## src/rtl/bus_arbiter.sv

```systemverilog
// Two-master round-robin arbiter in front of a single bus master port.
// Owner is held for at most MAX_HOLD contended cycles before rotation.
module bus_arbiter #(
    parameter int ADDR_W   = 16,
    parameter int DATA_W   = 64,
    parameter int MAX_HOLD = 8
) (
    input  logic              clk,
    input  logic              reset,
    input  logic              m0_req,
    input  logic              m1_req,
    input  logic              m0_wr,
    input  logic              m1_wr,
    input  logic [ADDR_W-1:0] m0_addr,
    input  logic [ADDR_W-1:0] m1_addr,
    input  logic [DATA_W-1:0] m0_dout,
    input  logic [DATA_W-1:0] m1_dout,
    output logic              m0_grant,
    output logic              m1_grant,
    output logic [DATA_W-1:0] m0_din,
    output logic [DATA_W-1:0] m1_din,
    output logic              m_req,
    output logic              m_wr,
    output logic [ADDR_W-1:0] m_addr,
    output logic [DATA_W-1:0] m_dout,
    input  logic [DATA_W-1:0] m_din
);

    localparam int HW = $clog2(MAX_HOLD) + 1;
    localparam logic [HW-1:0] HOLD_LAST = HW'(MAX_HOLD - 1);

    // One-hot-ish encoding so each grant is a flop bit directly.
    localparam logic [1:0] IDLE = 2'b00;
    localparam logic [1:0] OWN0 = 2'b01;
    localparam logic [1:0] OWN1 = 2'b10;

    logic [1:0]    state;
    logic [1:0]    nxt_state;
    logic [1:0]    other;
    logic          last;
    logic          nxt_last;
    logic [HW-1:0] hold_cnt;
    logic [HW-1:0] nxt_hold;
    logic          own_req;
    logic          oth_req;

    // State register: ownership, round-robin pointer and contention counter.
    always_ff @(posedge clk) begin
        if (reset) begin
            state    <= IDLE;
            last     <= 1'b1;
            hold_cnt <= '0;
        end else begin
            state    <= nxt_state;
            last     <= nxt_last;
            hold_cnt <= nxt_hold;
        end
    end

    // Next-state: arbitration, release/handoff and preemption.
    always_comb begin
        nxt_state = state;
        nxt_hold  = '0;
        own_req   = 1'b0;
        oth_req   = 1'b0;
        other     = IDLE;
        unique case (state)
            IDLE: begin
                if (m0_req && m1_req) begin
                    nxt_state = last ? OWN0 : OWN1;
                end else if (m0_req) begin
                    nxt_state = OWN0;
                end else if (m1_req) begin
                    nxt_state = OWN1;
                end
            end
            OWN0: begin
                own_req = m0_req;
                oth_req = m1_req;
                other   = OWN1;
            end
            OWN1: begin
                own_req = m1_req;
                oth_req = m0_req;
                other   = OWN0;
            end
            default: nxt_state = IDLE;
        endcase
        if (state != IDLE) begin
            if (!own_req) begin
                nxt_state = oth_req ? other : IDLE;
            end else if (oth_req) begin
                if (hold_cnt == HOLD_LAST) begin
                    nxt_state = other;
                end else begin
                    nxt_hold = hold_cnt + 1'b1;
                end
            end
        end
        nxt_last = last;
        if (nxt_state == OWN0 && state != OWN0) begin
            nxt_last = 1'b0;
        end else if (nxt_state == OWN1 && state != OWN1) begin
            nxt_last = 1'b1;
        end
    end

    assign m0_grant = state[0];
    assign m1_grant = state[1];

    // Output mux: bus side follows the owner, read data only to the owner.
    always_comb begin
        m_req  = 1'b0;
        m_wr   = 1'b0;
        m_addr = '0;
        m_dout = '0;
        m0_din = '0;
        m1_din = '0;
        unique case (state)
            OWN0: begin
                m_req  = m0_req;
                m_wr   = m0_wr;
                m_addr = m0_addr;
                m_dout = m0_dout;
                m0_din = m_din;
            end
            OWN1: begin
                m_req  = m1_req;
                m_wr   = m1_wr;
                m_addr = m1_addr;
                m_dout = m1_dout;
                m1_din = m_din;
            end
            default: begin
            end
        endcase
    end

endmodule
```

## config.mk

```make
export PLATFORM = sky130hd
export DESIGN_NAME = bus_arbiter
export DESIGN_NICKNAME = d
export VERILOG_FILES = /design/src/rtl/bus_arbiter.sv
export SDC_FILE = /design/constraint.sdc
export NUM_CORES = 1
export LEC_CHECK = 0
export ABC_CLOCK_PERIOD_IN_PS = 1950
export CORE_AREA = 8 8 164 166
export CTS_CLUSTER_SIZE = 14
export DETAILED_ROUTE_END_ITERATION = 16
export DIE_AREA = 0 0 172 174
export HOLD_SLACK_MARGIN = 0.05
export PLACE_DENSITY_LB_ADDON = 0.08
export SETUP_SLACK_MARGIN = 0.5
export SLEW_MARGIN = 20
export SYNTH_ARGS = -nofsm -noshare
export SYNTH_HDL_FRONTEND = slang
export SYNTH_SLANG_ARGS = --single-unit
```

## constraint.sdc

```tcl
create_clock -name clk -period 1.95 [get_ports clk]
set_input_delay 0.195 -clock clk [delete_from_list [all_inputs] [get_ports clk]]
set_output_delay 0.195 -clock clk [all_outputs]
set_load 0.005 [all_outputs]
```

# ---- Word level (Yosys, flattened, before mapping)
# Cells that the tools add are included.
dict set report word_totals {
  ram_bits 0
  latchBits 0
  inputBits 230
  rom_bits 0
  out_inout_bits 212
  ff_bits 7
  mem_count 0
}
dict set report classes {
  div_mod_pow 0
  mux 20
  n_lt_le_gt_ge 0
  n_shift 0
  n_reduce_logical 8
  n_bitwise 3
  n_eq_ne 7
  addsub 1
  mul 0
}
# op n
set op_table {}
lappend op_table {{64-bit 2-to-1 mux} 2}
lappend op_table {{64-bit one-hot mux with 2 select lines} 1}
lappend op_table {{16-bit one-hot mux with 2 select lines} 1}
lappend op_table {{2-bit 2-to-1 mux} 9}
lappend op_table {{2-bit one-hot mux with 2 select lines} 2}
lappend op_table {{1-bit one-hot mux with 2 select lines} 3}
lappend op_table {{5-bit OR reduction} 1}
lappend op_table {{4-bit by 1-bit adder with 4-bit output (second input constant)} 1}
lappend op_table {{2-bit by 1-bit equality test with 1-bit output (second input constant)} 2}
lappend op_table {{2-bit equality test (second input constant)} 2}
lappend op_table {{4-bit by 3-bit equality test with 1-bit output (second input constant)} 1}
lappend op_table {{2-bit nonzero test} 2}
lappend op_table {{1-bit logical AND} 3}
lappend op_table {{1-bit inverter} 3}
lappend op_table {{2-bit logical NOT} 1}
lappend op_table {{1-bit 2-to-1 mux} 2}
lappend op_table {{2-bit by 1-bit inequality test with 1-bit output (second input constant)} 1}
lappend op_table {{2-bit inequality test (second input constant)} 1}
lappend op_table {{2-bit OR reduction} 1}

# ---- Longest topological paths before layout
# Gate-level depths: netlist of the first run.
dict set report logic_depth {
  ltp_word 12
  mapped_depth 8
  depth_no_buf 7
}

# ---- Least setup slack after synthesis of the first run
# No wires, ideal clock.
dict set report synth_timing {
  kind {reg2reg}
  startpoint {reg state[1]}
  endpoint {reg last}
  stages_incl_launch_ff 8
  arrival_ns 1.837
  path_buffers 0
  period_less_slack_ns 1.912
  setup_slack_ns 0.038
  cell_sequence {dfxtp_1 -> inv_1 -> ha_1 -> a22o_1 -> a311oi_4 -> nor2_2 -> mux2_4 -> a31oi_1}
}
dict set report synth_between {
  elab_chain_cells 11
  word_cells_on_any_way 25
  classes_between {6 x eq/ne; 13 x mux; 6 x reduce/logical}
}
# item line_no
set synth_lines {}
lappend synth_lines {{start, declared} 37} ;# logic [1:0] state;
lappend synth_lines {{start signal, assigned} 54} ;# state <= nxt_state;
lappend synth_lines {{2-bit 2-to-1 mux} 73} ;# end else if (m1_req) begin
lappend synth_lines {{2-bit 2-to-1 mux} 71} ;# end else if (m0_req) begin
lappend synth_lines {{2-bit 2-to-1 mux} 69} ;# if (m0_req && m1_req) begin
lappend synth_lines {{2-bit one-hot mux with 2 select lines} 67} ;# unique case (state)
lappend synth_lines {{2-bit 2-to-1 mux} 93} ;# if (hold_cnt == HOLD_LAST) begin
lappend synth_lines {{2-bit 2-to-1 mux} 92} ;# end else if (oth_req) begin
lappend synth_lines {{2-bit 2-to-1 mux} 90} ;# if (!own_req) begin
lappend synth_lines {{2-bit 2-to-1 mux} 89} ;# if (state != IDLE) begin
lappend synth_lines {{2-bit by 1-bit equality test with 1-bit output / 2-bit equality test (equally long branches)} {101, 103}}
lappend synth_lines {{1-bit logical AND (on tied branches)} {101, 103}}
lappend synth_lines {{1-bit 2-to-1 mux / 2-bit nonzero test (equally long branches)} --}
lappend synth_lines {{end signal, assigned} 55} ;# last <= nxt_last;
lappend synth_lines {{end, declared} 40} ;# logic last;
# Several ways; a longest one is shown, not always the timed one.
# A chain may end at the register's enable or synchronous reset.

# ---- Final worst setup path of the first run
# Ends and elaborated chain as after synthesis.

==> results.md, run 1 <==
- The run finished, with violations left.
- The checks that failed: negative setup slack.
- Setup repair after global routing could not meet its margin everywhere.
- The highest-delay cell along the critical path is sky130_fd_sc_hd__dfxtp_4.
- In this run the worst hold path is classified as reg -> reg.
- The vias after detailed routing is between 5000 and 6000.
- Ranked by instance count, the synthesized netlist is headed by 128 x sky130_fd_sc_hd__and2_1, 88 x sky130_fd_sc_hd__nor2_1, 82 x sky130_fd_sc_hd__a22oi_1.
- The width of the die is about 170 um.
- The final instance area is about 10000 um^2.
- The number of H-tree levels is 1.
- The total grt overflow is 0.
- On the worst path, the slowest cell contributes a delay of ~0.35 ns.
- Sorting the synthesized cells by area gives the leading types as sky130_fd_sc_hd__and2_1 34%, sky130_fd_sc_hd__a22oi_1 26%, sky130_fd_sc_hd__nor2_1 14%.
- The analysis attributes to cell leakage a power of approximately 4.2 nW.
- The synthesized area is ~2400 um^2.
- Counting every sink on the clock net gives 7.
- The net count of the finished layout is roughly 1200.
- The required arrival time at the worst endpoint is slightly above 2 ns.
- Routability-driven placement finished with a final weighted congestion of roughly 0.86.
- The count of flip-flops with a built-in enable after synthesis is 0.
- Of all flip-flops after synthesis, the portion carrying an async set or reset was 0%.
- The post-synthesis area per instance is just over 6 um^2.
- For this design the top-level I/O count stands at 442.
- The fraction of synthesized cell area in xor and xnor cells is less than 1%.
- The synthesized design spends more area on one cell type than any other, namely sky130_fd_sc_hd__and2_1.
- The total die area is approximately 30000 um^2.
- Synthesis inferred 7 register bits.
- STA classifies the critical path endpoint as a register.
- After detailed placement, the total cell area comes to around 7300 um^2.
- The buffer and inverter count on the worst path is 4.
- The number of I/O port buffers is 441.
- Among all cell types in the netlist, the one instantiated most often is sky130_fd_sc_hd__and2_1.
- The setup slack after layout is -0.120 ns.
- Multiplexer cells account for 0.637% of the synthesized area.
- The initial core utilization is under 10%.
- After layout, the minimum clock period comes to between 2 and 2.5 ns.
- The worst clock skew on the final layout is 0.000819 ns.
- Across the run, the number of max-cap violations was 0.
- The floorplan core area is 24500 um^2.
- Counting stages on the worst path, the most repeated cell is sky130_fd_sc_hd__buf_6.
- Of the total synthesized cell area, the portion taken by full adders, half adders and majority gates is 3.19%.
- The synthesized netlist net count is slightly above 600.
- The synthesis warning total is 0.
- The final setup violation count is 5.
- Summed over all nets, the half-perimeter wirelength after detailed placement is around 20 mm.
- The maximum fanout count along the critical path is 4.
- The post-detailed-route wirelength per cell is approximately 22 um.
- The buffer depth of the longest clock path is 2.
- TritonCTS built the clock tree.
- The floorplan has 58 rows.
- Across the VDD grid, the largest voltage drop is roughly 410 uV.
- By area, the combinational part of the netlist is dominated by simple AND/OR/NAND/NOR gates.
- The via density per instance is just over 4.
- The wire length of the first global-routing pass is 37.9 mm.
- The detailed router finished its first iteration with around 120 violations.
- The timing-limited maximum frequency is about 0.48 GHz.
- The die is roughly 170 um tall.
- The final max-slew violation count is 0.
- The sequential area share after synthesis is 5.95%.
- The number of distinct library cells after synthesis is 30.
- Traced cell by cell, the critical path runs through buf_6 -> ha_4 -> buf_6 -> buf_6 -> a22o_4 -> a311oi_4 -> buf_4 -> o21a_1 -> o31a_1 -> a31oi_1.
- The compound-gate portion of the synthesized area is roughly 31%.
- The number of detailed-route iterations in the first pass is 4.
- The number of antenna violations at the first check in global routing is 3.
- In this run the tightest slew margin relative to its limit is between 80% and 90%.
- TritonCTS created 3 clock buffers.
- The class of the most critical setup path is reg -> reg.
- For this design, the CTS-stage hold fixing added 0 buffers.
- The clock root buffer is sky130_fd_sc_hd__clkbuf_16.
- Clock-pin slew was measured on the worst setup and hold paths at about 0.040 ns.
- The maximum number of pins on one net before global-route repair is 27.
- Once detail routing completed, the nets flagged for antenna violations numbered 0.
- Power comes to roughly 0.010 W.
- The area growth from synthesis to layout is 312%.
- The simple-gate share of the synthesized area is between 50% and 60%.
- The post-route clock period utilization is 106%.
- The post-route netlist has between 50% and 60% of its cells at a drive strength greater than 1.
- The total routing resource utilization after global routing is about 17%.
- STA classifies the critical path startpoint as a register.
- The endpoint arrival time on the critical path is about 2.2 ns.
- The number of remaining DRC errors is 0.
- Grouping stages by cell kind, the critical path spends the most delay in compound AO/OA/AOI/OAI gates.
- The via count of the first global-routing pass is roughly 5400.
- The power per standard cell area is slightly above 1000 nW/um^2.
- Synthesis produced 387 cells.
- At the pin with the least slew margin, the transition time is 0.300 ns.
- Among all flip-flop cells after synthesis, the most frequent one is sky130_fd_sc_hd__dfxtp_1.
- The final hold violation count is 0.
- The share of Yosys cell area claimed by the top area cell type is 34.0%.
- For this block, the routed nets add up to roughly 28 mm of wire.
- The later pin in the worst-skew pair is clocked with a latency of 0.23 ns.
## layout by cell type, fill, tap and decap left out, types with 2 or more instances in the layout
cell type                         count
sky130_fd_sc_hd__clkbuf_16            5
sky130_fd_sc_hd__o21a_1               2
sky130_fd_sc_hd__nand2_1              4
sky130_fd_sc_hd__nor3_1               2
sky130_fd_sc_hd__nor2_1              88
sky130_fd_sc_hd__ha_1                 3
sky130_fd_sc_hd__buf_12              23
sky130_fd_sc_hd__a22oi_2             82
sky130_fd_sc_hd__inv_1                3
sky130_fd_sc_hd__nand3_1              2
sky130_fd_sc_hd__buf_2              104
sky130_fd_sc_hd__clkdlybuf4s15_2      5
sky130_fd_sc_hd__nor2b_1              2
sky130_fd_sc_hd__ha_4                 3
sky130_fd_sc_hd__buf_16              27
sky130_fd_sc_hd__and2_1              35
sky130_fd_sc_hd__buf_4               29
sky130_fd_sc_hd__dlymetal6s2s_1       3
sky130_fd_sc_hd__and2_4              93
sky130_fd_sc_hd__buf_8               20
sky130_fd_sc_hd__dlygate4sd2_1        4
sky130_fd_sc_hd__diode_2              3
sky130_fd_sc_hd__inv_4                2
sky130_fd_sc_hd__clkbuf_2             2
sky130_fd_sc_hd__dfxtp_4              2
sky130_fd_sc_hd__dfxtp_1              5
sky130_fd_sc_hd__buf_6              139
sky130_fd_sc_hd__clkdlybuf4s50_1    231
## power by group
part | leakage (nW) | total [W] | internal [W] | switching [W]
registers | 0.0583 | 0.000211 | 0.000176 | 0.0000351
clock network | 0.0382 | 0.000352 | 0.000272 | 0.0000800
logic | 4.15 | 0.00943 | 0.00579 | 0.00364
total | 4.25 | 0.00999 | 0.00623 | 0.00376
## path summary, 6_finish.rpt
path                                              from                      to  slack (ns)  cells after the start
worst max register to register     state[1]$_SDFF_PP0_       last$_SDFFE_PP1P_       -0.12                     10
worst min register to register  hold_cnt[0]$_SDFF_PP0_  hold_cnt[0]$_SDFF_PP0_        0.47                      1
worst min-delay path            hold_cnt[0]$_SDFF_PP0_  hold_cnt[0]$_SDFF_PP0_        0.47                      1
worst max-delay path               state[1]$_SDFF_PP0_       last$_SDFFE_PP1P_       -0.12                     10
## sequential cells by signal, indices dropped and copies added (netlist names)
| signal | flops |
|---|---|
| last | 1 |
| state | 2 |
| hold_cnt | 4 |
## per-stage QoR
step	TNS (ns)	hold slack, ns	util, %	instances	setup slack, ns
after global placement	-0.0111	0.429	29.7	1133	-0.00509
after floorplan	0	0.257	-	387	0.279
after detailed placement	-0.831	0.470	29.7	1133	-0.0494
final	-0.338	0.471	39.6	1271	-0.120
after global routing	-1.15	0.494	39.6	1271	-0.213
after CTS	-0.249	0.477	35.7	1238	-0.0962
## layer usage
layer	wire length (um)	share of wire, %	GRT usage (%)	vias up
met5	0	0	0	-
met4	513	1.8	2.52	0
met3	1670	5.9	3.13	28
met2	15700	55	33.6	182
met1	10600	37	18.7	2473
li1	-	-	-	2448
## cell type report
cell class	instances	area (um^2)
Inverter	6	32.5
Sequential cell	7	148
Tap cell	330	413
Fill cell	2544	14800
Multi-Input combinational cell	332	2730
Antenna cell	3	7.51
Timing Repair Buffer	589	6310
Clock buffer	4	78.8
## repair_timing
| item | CTS | global route |
|---|---|---|
| setup endpoints to repair | 218 | 218 |
| cloned | 23 | 3 |
| pin swaps | 56 | 66 |
| hold endpoints to repair | 0 | 0 |
| setup buffers | 78 | 27 |
| resized for setup | 1013 | 202 |
## logic make-up after synthesis
family / after synthesis
and+or+nand+nor: 229
AOI/OAI and AO/OA: 94
buffers and inverters: 48
DFF: 7
adders and majority gates: 6
xor gates and xnor gates: 2
muxes: 1
(Power assumes the default switching activity.)
==> inputs of run 2 (changes only) <==
Settings changed: GPL_ROUTABILITY_DRIVEN from default to 0.
==> results of run 2 <==
Final layout, timing and power as in run 1 (identical DEF).
==> RTL edit: new RTL, config.mk and constraints of run 2 <==
Make the reset (`reset`) asynchronous in one clocked block.
--- a/src/rtl/bus_arbiter.sv
+++ b/src/rtl/bus_arbiter.sv
@@ -45,7 +45,7 @@
     logic          oth_req;
 
     // State register: ownership, round-robin pointer and contention counter.
-    always_ff @(posedge clk) begin
+    always_ff @(posedge clk or posedge reset) begin
         if (reset) begin
             state    <= IDLE;
             last     <= 1'b1;
Behaviour: differs if reset is asserted again (counterexample within 4 cycles, from zero or initial values and one cycle with reset high); with reset held inactive, the same outputs for 4 cycles.
==> RTL edit against run 2 <==
Total power is 14% higher; synthesized area is 12% higher; sequential share of layout area is 0.18 points higher; highest routed layer unchanged; the run still ends with setup timing left; via count is 7.2% higher; cell area is 7.8% higher; wire length is 7.4% higher; sequential cell count stayed put; worst setup slack worse by 50 ps.
==> RTL edit: results (changes against run 2) <==
Parameter                              Value

Outcome
  Outcome ... finished, violations left
  Violated checks ... setup timing

GRT
  All-Layer GR Usage ... 17.6% (+0.45 points)
  Largest net degree at the start of global routing ... 23 (-15%)
  Wire length of the first global-routing pass ... 39.5 mm (+4.2%)
  Via count of the first global-routing pass ... 5906 (+9.1%)
  Number of antenna violations at the first check in global routing ... 3 (unchanged)

CTS
  Clock latency at the later pin of the worst-skew pair ... 230 ps (about the same)
  Number of buffers added by the clock tree synthesis step ... 3 (unchanged)
  Clock-pin slew reported for the worst setup and hold paths after clock tree synthesis ... 40 ps (about the same)
  Clock root buffer master ... sky130_fd_sc_hd__clkbuf_16
  Hold-fix buffer count after cts ... 0 (unchanged)
  Clock Path Buffers ... 2 (unchanged)
  Depth of the CTS H-tree ... 1 (unchanged)

Critical path
  CP Max Fanout ... 7 (+3)
  Slowest cell on the critical path ... sky130_fd_sc_hd__dfrtp_2
  Arrival @ worst endpoint ... 1930 ps (-250 ps)
  Crit path largest cell delay ... 410 ps (+60 ps)
  Cell family with the largest share of critical-path delay ... buffers and inverters

STA
  Clock skew after layout ... 1.72 ps (+0.905 ps)
  Slew headroom ... 75.5% (-4.5 points)
  Number of setup violations in the final report ... 66 (+61)
  Setup WS post-layout ... -170 ps (-50.4 ps)

Synth
  Cell count after synthesis ... 386 (-0.26%)
  Cell area after synthesis ... 2630 um2 (+12%)
  Total number of yosys warnings ... 0 (unchanged)
  Top post-synthesis cells by area ... sky130_fd_sc_hd__and2_1 (31%), sky130_fd_sc_hd__a22oi_1 (23%), sky130_fd_sc_hd__nor2b_1 (20%)
  Number of nets in the synthesized netlist ... 622 (-0.16%)
  Synth cell types ... 36 (+20%)
  Most used standard cells in the synthesized netlist ... sky130_fd_sc_hd__and2_1 (129), sky130_fd_sc_hd__a22oi_1 (82), sky130_fd_sc_hd__nor2b_1 (82), sky130_fd_sc_hd__clkbuf_1 (33), sky130_fd_sc_hd__inv_1 (7)
  Sequential share of the synthesized area ... 6.71% (+0.76 points)
  Top flip-flop cell by instance count after synthesis ... sky130_fd_sc_hd__dfrtp_1
  Fraction of registers with async set/reset ... 100% (+100 points)

Finish
  Number of cells in the finished layout apart from fillers ... 1308 (+2.9%)
  Registers with the most flip-flops ... hold_cnt: 4 flops, state: 2 flops, last: 1 flops
  Post-layout nets ... 1211 (+3.1%)
  Share of post-route cells with drive strength above 1 ... 62.0% (+4.2 points)
  Filler cell count ... 2492 (-2.0%)

Power and ir drop
  Worst ir drop on vdd ... 0.446 mV (+8.0%)
  Leakage ... 0.00463 uW (+9.1%)

Place
  Port bufs ... 441 (unchanged)
  Dpl cells ... 1140 (+0.62%)
  Cell area reported after detailed placement ... 7620 um2 (+4.7%)
  Estimated wirelength of the detail-placed design ... 19.5 mm (-2.4%)

Route
  DRT iter0 DRCs ... 173 (+40%)
  Overall via count from detail_route ... 5502 (+7.2%)
  Number of search-and-repair iterations in the first detailed-routing pass ... 4 (unchanged)
  Mean routed wirelength per cell ... 23.3 um (+4.3%)

Hold path
  Class of the worst hold path ... input port to async pin
-- RTL edit: cell types whose count changed after synthesis, moves of 2 or more --
cell                       change
sky130_fd_sc_hd__nor2_1       -86
sky130_fd_sc_hd__nor2b_1      +80
sky130_fd_sc_hd__clkbuf_1      -8
sky130_fd_sc_hd__dfxtp_1       -7
sky130_fd_sc_hd__buf_2         +6
sky130_fd_sc_hd__dfrtp_1       +6
sky130_fd_sc_hd__inv_1         +2
sky130_fd_sc_hd__o21a_1        -2
sky130_fd_sc_hd__o22ai_1       +2
-- RTL edit: power by group --
part / switching (uW) / total (uW) / internal, uW
clock network: 80.1 / 352 / 272
logic: 4180 / 10900 / 6700
registers: 24.5 / 206 / 181
total: 4280 / 11400 / 7150
-- RTL edit: cell families (layout without fill, tap and decap cells) --
family / Yosys count / count (layout) / share of synthesized area (%)
AOI/OAI and AO/OA: 97 / 97 / 28.7
and+or+nand+nor: 225 / 225 / 53.5
xor gates and xnor gates: 2 / 2 / 0.666
other: 0 / 4 / 0
adders and majority gates: 6 / 6 / 2.86
buffers and inverters: 49 / 637 / 7.57
DFF: 7 / 7 / 6.71
-- RTL edit: cell type report --
type | instances | area, um2 | area share, %
antenna | 4 | 10.0 | 0.0956
clock buffer | 4 | 78.8 | 0.753
inverter | 7 | 28.8 | 0.275
multi-input combinational | 330 | 3070 | 29.3
sequential | 7 | 178 | 1.70
tap | 330 | 413 | 3.94
timing repair buffer | 626 | 6700 | 64.0
-- RTL edit: through the flow --
step                setup TNS (ps)  setup WS (ps)  utilization [%]  hold WS [ps]  total power, uW
finish                       -3820           -170             42.7           213            11400
global route                -10350           -241             42.7           245            12000
CTS                          -4870           -199             37.7           235             9220
detailed placement           -2420           -121             31.1           460             5740
global placement             -1230          -71.6             31.1           444             5750
floorplan                        0            240                -         -2.40             2500
-- RTL edit: what timing repair did --
item	4_1_cts	5_1_grt
buffers inserted	84	36
pin swaps	88	37
cloned	26	14
setup endpoints to repair	219	217
gates resized for setup	1054	207
-- RTL edit: layer usage --
metal,GRT usage [%],part of all wire [%]
met1,18.5,37
met4,4.64,2.8
met5,0,0
met2,34.0,52
met3,3.72,8.0
-- RTL edit: final timing paths --
| path | slack [ps] | depth (start not counted) | start | endpoint |
|---|---|---|---|---|
| min | 210 | 2 | reset | state[0] |
| min in group clk | 460 | 1 | hold_cnt[0] | hold_cnt[0] |
| min reg2reg | 460 | 1 | hold_cnt[0] | hold_cnt[0] |
| max | -170 | 10 | state[1] | m_dout[8] |
| max reg2reg | -160 | 10 | state[1] | last |
| max in group asynchronous | 1460 | 2 | reset | last |
